## src/rtl/counter_timeshare_ctrl.sv

```systemverilog
// Round-robin arbiter that lends one shared up-counter to NREQ requesters in turn.
// Latency: grant registered one edge after req is seen in IDLE; done pulses dur+3 cycles after that edge.
// Backpressure: requesters wait on req until granted; dropping req[gnt_idx] mid-grant aborts without done.
module counter_timeshare_ctrl #(
  parameter int NREQ  = 4,
  parameter int WIDTH = 8,
  parameter int IDXW  = $clog2(NREQ)
) (
  input  logic                  CLK,
  input  logic                  RST,
  input  logic [NREQ-1:0]       req,
  input  logic [NREQ*WIDTH-1:0] dur,
  input  logic [WIDTH-1:0]      cnt,
  output logic                  cnt_en,
  output logic                  cnt_clr,
  output logic [NREQ-1:0]       gnt,
  output logic [IDXW-1:0]       gnt_idx,
  output logic [NREQ-1:0]       done,
  output logic                  busy
);

  typedef enum logic [1:0] {IDLE, CLEAR, RUN, DONE} state_t;

  state_t          state;
  logic [IDXW-1:0] rr_ptr;
  logic [WIDTH-1:0] dur_q;
  logic [IDXW-1:0] sel;
  logic            sel_vld;
  logic            cur_req;
  logic [IDXW-1:0] nxt_ptr;

  // Pick the first requester at or after rr_ptr, wrapping modulo NREQ.
  // The extra index bit keeps rr_ptr+k from overflowing before the wrap subtract.
  always_comb begin
    logic [IDXW:0] idx_w;
    sel     = '0;
    sel_vld = 1'b0;
    idx_w   = '0;
    for (int k = 0; k < NREQ; k++) begin
      idx_w = {1'b0, rr_ptr} + (IDXW+1)'(k);
      if (idx_w >= (IDXW+1)'(NREQ)) idx_w = idx_w - (IDXW+1)'(NREQ);
      if (!sel_vld && req[idx_w[IDXW-1:0]]) begin
        sel     = idx_w[IDXW-1:0];
        sel_vld = 1'b1;
      end
    end
  end

  // Grantee's live request and the pointer value used after completion or abort.
  always_comb begin
    cur_req = req[gnt_idx];
    nxt_ptr = (gnt_idx == IDXW'(NREQ-1)) ? '0 : gnt_idx + 1'b1;
  end

  // Counter runs only in RUN and stops on reaching the sampled duration, so it never wraps.
  always_comb begin
    cnt_en = (state == RUN) && (cnt != dur_q);
    busy   = (state != IDLE);
  end

  // Arbitration FSM; cnt_clr is set from the next state so it is high exactly in IDLE/CLEAR.
  always_ff @(posedge CLK or posedge RST) begin
    if (RST) begin
      state   <= IDLE;
      gnt     <= '0;
      done    <= '0;
      gnt_idx <= '0;
      rr_ptr  <= '0;
      dur_q   <= '0;
      cnt_clr <= 1'b1;
    end else begin
      case (state)
        IDLE: begin
          cnt_clr <= 1'b1;
          if (sel_vld) begin
            gnt     <= {{(NREQ-1){1'b0}}, 1'b1} << sel;
            gnt_idx <= sel;
            dur_q   <= dur[sel*WIDTH +: WIDTH];
            state   <= CLEAR;
          end
        end
        CLEAR: begin
          if (!cur_req) begin
            gnt     <= '0;
            rr_ptr  <= nxt_ptr;
            state   <= IDLE;
            cnt_clr <= 1'b1;
          end else begin
            state   <= RUN;
            cnt_clr <= 1'b0;
          end
        end
        RUN: begin
          if (!cur_req) begin
            gnt     <= '0;
            rr_ptr  <= nxt_ptr;
            state   <= IDLE;
            cnt_clr <= 1'b1;
          end else if (cnt == dur_q) begin
            done    <= gnt;
            state   <= DONE;
            cnt_clr <= 1'b0;
          end else begin
            cnt_clr <= 1'b0;
          end
        end
        DONE: begin
          gnt     <= '0;
          done    <= '0;
          rr_ptr  <= nxt_ptr;
          state   <= IDLE;
          cnt_clr <= 1'b1;
        end
        default: begin
          state   <= IDLE;
          gnt     <= '0;
          done    <= '0;
          cnt_clr <= 1'b1;
        end
      endcase
    end
  end

endmodule
```

## config.mk

```make
export PLATFORM = sky130hd
export DESIGN_NAME = counter_timeshare_ctrl
export DESIGN_NICKNAME = d
export VERILOG_FILES = /design/src/rtl/counter_timeshare_ctrl.sv
export SDC_FILE = /design/constraint.sdc
export NUM_CORES = 1
export LEC_CHECK = 0
export CAP_MARGIN = 15
export CORE_ASPECT_RATIO = 0.6
export CORE_MARGIN = 4
export CORE_UTILIZATION = 39
export CTS_CLUSTER_DIAMETER = 80
export DETAILED_ROUTE_END_ITERATION = 12
export GPL_TIMING_DRIVEN = 0
export PLACE_DENSITY = 0.75
export SLEW_MARGIN = 15
export SYNTH_ARGS = -nofsm -noshare
export SYNTH_HDL_FRONTEND = slang
export SYNTH_SLANG_ARGS = --single-unit
```

## constraint.sdc

```tcl
create_clock -name CLK -period 1.89 [get_ports CLK]
set_clock_uncertainty 0.2 [all_clocks]
set_input_delay 0.378 -clock CLK [delete_from_list [all_inputs] [get_ports CLK]]
set_output_delay 0.378 -clock CLK [all_outputs]
set_load 0.005 [all_outputs]
```

==> reports/qor.yml <==
detailed_routing:
  dr.pass1.iters: 4
  drc: 0
  wl_mm: 4.88
  drtAntennaViolNets: 0
  routedWlPerCell_um: 16.8
  via_per_inst: 5.30
  drt_iter0_markers: 48
  vias: 1537
logic_synthesis:
  yosys.area_share.adder_pct: 5.03
  synth_edf_count: 0
  synth_xor_area_share_pct: 4.69
  netlist-cell-type-count: 37
  synth_top_family_by_area: "compound AO/OA/AOI/OAI gates"
  synthTopCellsByCount: "22 x dfrtp_1, 22 x nand2_1, 16 x a211oi_1"
  synthCells: 158
  syn_avg_cell_area_sq_um: 9.45
  synth_area_leaders: "dfrtp_1 37%, mux2i_1 8.0%, a211oi_1 8.0%, nand2_1 5.5%, ha_1 5.0%"
  synth_area_leader_cell: "dfrtp_1"
  ys_async_sr_fraction_pct: 100
  synth_area_sq_um: 1490
  ys_seq_area_share_pct: 38.6
  synthMuxAreaShare_pct: 10.3
  synthDominantCellAreaShare_pct: 36.9
  synth_nets: 210
  synth-simple-area-share_pct: 18.4
  ys.flop_type: "dfrtp_1"
  ys_ff_latch: 23
  yosys_warnings: 0
  synth-compound-area-share_pct: 18.6
worst_hold_path:
  hp-class: "flip-flop to flip-flop"
  hold_start: "gnt[1]"
finish:
  syn2layout_area_growth_pct: 75.4
  utilization_pct: 71.1
  nNetsFinal: 296
  drive_above_1_share_pct: 30.5
  stdcell_count: 290
  diodes: 0
place:
  pre_cts_slack_ns: -0.819
  gp_congestion: 0.825
  hpwl_mm: 3.23
  dp_cells: 263
  io_buffers: 58
sta:
  layout_setup_ws_ns: -0.138
  tightest_slew_ns: 0.896
  fmax_ghz: 0.493
  timing.final.crit_share_pct: 107
  setup_violations: 11
  hold_viol: 0
  slew_viol_final: 0
  rsz0062_at_grt: "true"
  period_minus_slack_ns: 2.03
  timing.slew.headroom_pct: 40.2
global_routing:
  overflow: 0
  grt_start_max_net_pins: 24
  grt_pass1_vias: 1572
  grt_pass1_wl_mm: 7.71
  grt_usage_pct: 20.0
  antenna_found_initial: 0
floorplan:
  num_io_pins: 59
  die-area_sq_um: 4910
  fp.dieW_um: 87.9
  die_height_um: 55.9
  fp-row-count: 17
  coreArea_sq_um: 3680
  initial_utilization_pct: 40.6
clock_tree:
  clock-sinks: 23
  tritoncts: "built"
  cts_root_buffer: "clkbuf_8"
  h-tree-depth: 1
  cts_hold_buf: 0
  cts_made_buffers: 3
  clock_tree.buffer_depth: 2
  clk_latency_ns: 0.27
  cts.clk_slew.worst_paths_ns: 0.08
pwr:
  p_leak_nw: 1.14
  power.density_nw_per_um2: 1320
  total_power_mw: 3.45
  peakVddDrop_v: 0.000722
worst_setup_path:
  worstSetupPathType: "flip-flop to output pin"
  end_kind: "output pin"
  crit_path_start_kind: "flip-flop"
  critPathRequiredTime_ns: 1.31
  cp_slowest_stage_delay_ns: 0.41
  critical_path.cell_chain: "xnor2_1, nand4_1, o21a_1, buf_2"
  crit_fanout: 2
  cp.arrival_ns: 1.45
  crit_start: "dur_q[5]"
  r2r_start: "rr_ptr[1]"
  critPathSlowestCell: "dfrtp_1"
run:
  cap_violations: 0
run_status:
  violations: "negative setup slack"
  run_status: "finished, violations left"
[logic make-up after synthesis]
kind of cell             after synthesis
AND/OR/NAND/NOR                       57
flip-flops                            23
multiplexers                          14
adder cells (fa/ha/maj)                6
AO/OA/AOI/OAI                         39
XOR/XNOR                               8
buffers and inverters                 11
[final timing paths]
| path | to | slack (ns) | depth (start not counted) |
|---|---|---|---|
| worst max-delay path | cnt_en | -0.14 | 4 |
| worst min-delay path | gnt[1] | 0.34 | 2 |
| worst max register to register | dur_q[6] | -0.06 | 8 |
| worst min register to register | gnt[1] | 0.34 | 2 |
| max in group asynchronous | dur_q[5] | 0.54 | 2 |
| min in group asynchronous | dur_q[3] | 0.39 | 2 |
[report_power, final]
group          total [mW]  internal [mW]  switching (mW)
Sequential          0.915          0.728           0.187
Clock               0.320          0.148           0.172
Combinational        2.21           1.18            1.03
[sequential cells by signal, summed over array words and instances, names as in the netlist]
name / cells
state: 2
cnt_clr: 1
done: 4
dur_q: 8
rr_ptr: 2
gnt_idx: 2
gnt: 4
[worst max-delay path: cells and delay by family (launching register included)]
kind                      cells  cell delay [ns]
and+or+nand+nor               1             0.22
AOI/OAI and AO/OA             1             0.27
xor gates and xnor gates      1             0.15
DFF                           1             0.41
buffers and inverters         1             0.13
[what timing repair did]
action,in CTS,in global routing
setup endpoints to repair,24,23
pin swaps,11,29
buffers inserted,14,9
resized for setup,40,24
[metrics by stage]
stage	setup TNS [ns]	hold slack [ns]	cell area (sq um)
detailed placement	-15.47	0.323	2190
finish	-0.513	0.343	2620
floorplan	-0.235	0.179	1550
CTS	-0.823	0.345	2420
global placement	-14.46	0.323	2190
global route	-1.48	0.363	2620
[placed cells by master (no fill, tap or decap), types with 2 or more instances in the layout]
cell type,instances
nand4_1,3
o22ai_1,4
nand2b_1,2
buf_6,6
o21ai_2,2
a211oi_4,3
nor2_4,3
buf_4,17
mux2i_1,10
dlygate4sd2_1,5
clkdlybuf4s15_2,4
ha_1,4
nor3_1,8
nor2_1,11
nand2_1,20
a211oi_2,7
xnor2_2,2
xnor2_1,6
a211oi_1,6
clkbuf_8,3
inv_1,5
buf_12,3
dlymetal6s2s_1,6
dfrtp_1,22
inv_2,3
o21ai_0,4
clkdlybuf4s50_1,42
[area by class of cell]
type / count / area [sq um]
Fill cell: 285 / 1060
Multi-Input combinational cell: 124 / 1060
Timing Repair Buffer: 81 / 802
Sequential cell: 23 / 577
Tap cell: 47 / 58.8
Buffer: 3 / 42.5
Clock buffer: 3 / 41.3
Inverter: 8 / 30.0
Clock inverter: 1 / 5.00
[metal layers]
layer	track usage (%)	share of wire (%)
met5	0	0
met2	29.0	47
met4	4.81	0.62
met1	29.7	47
met3	4.88	6.0
(Power assumes the default switching activity.)
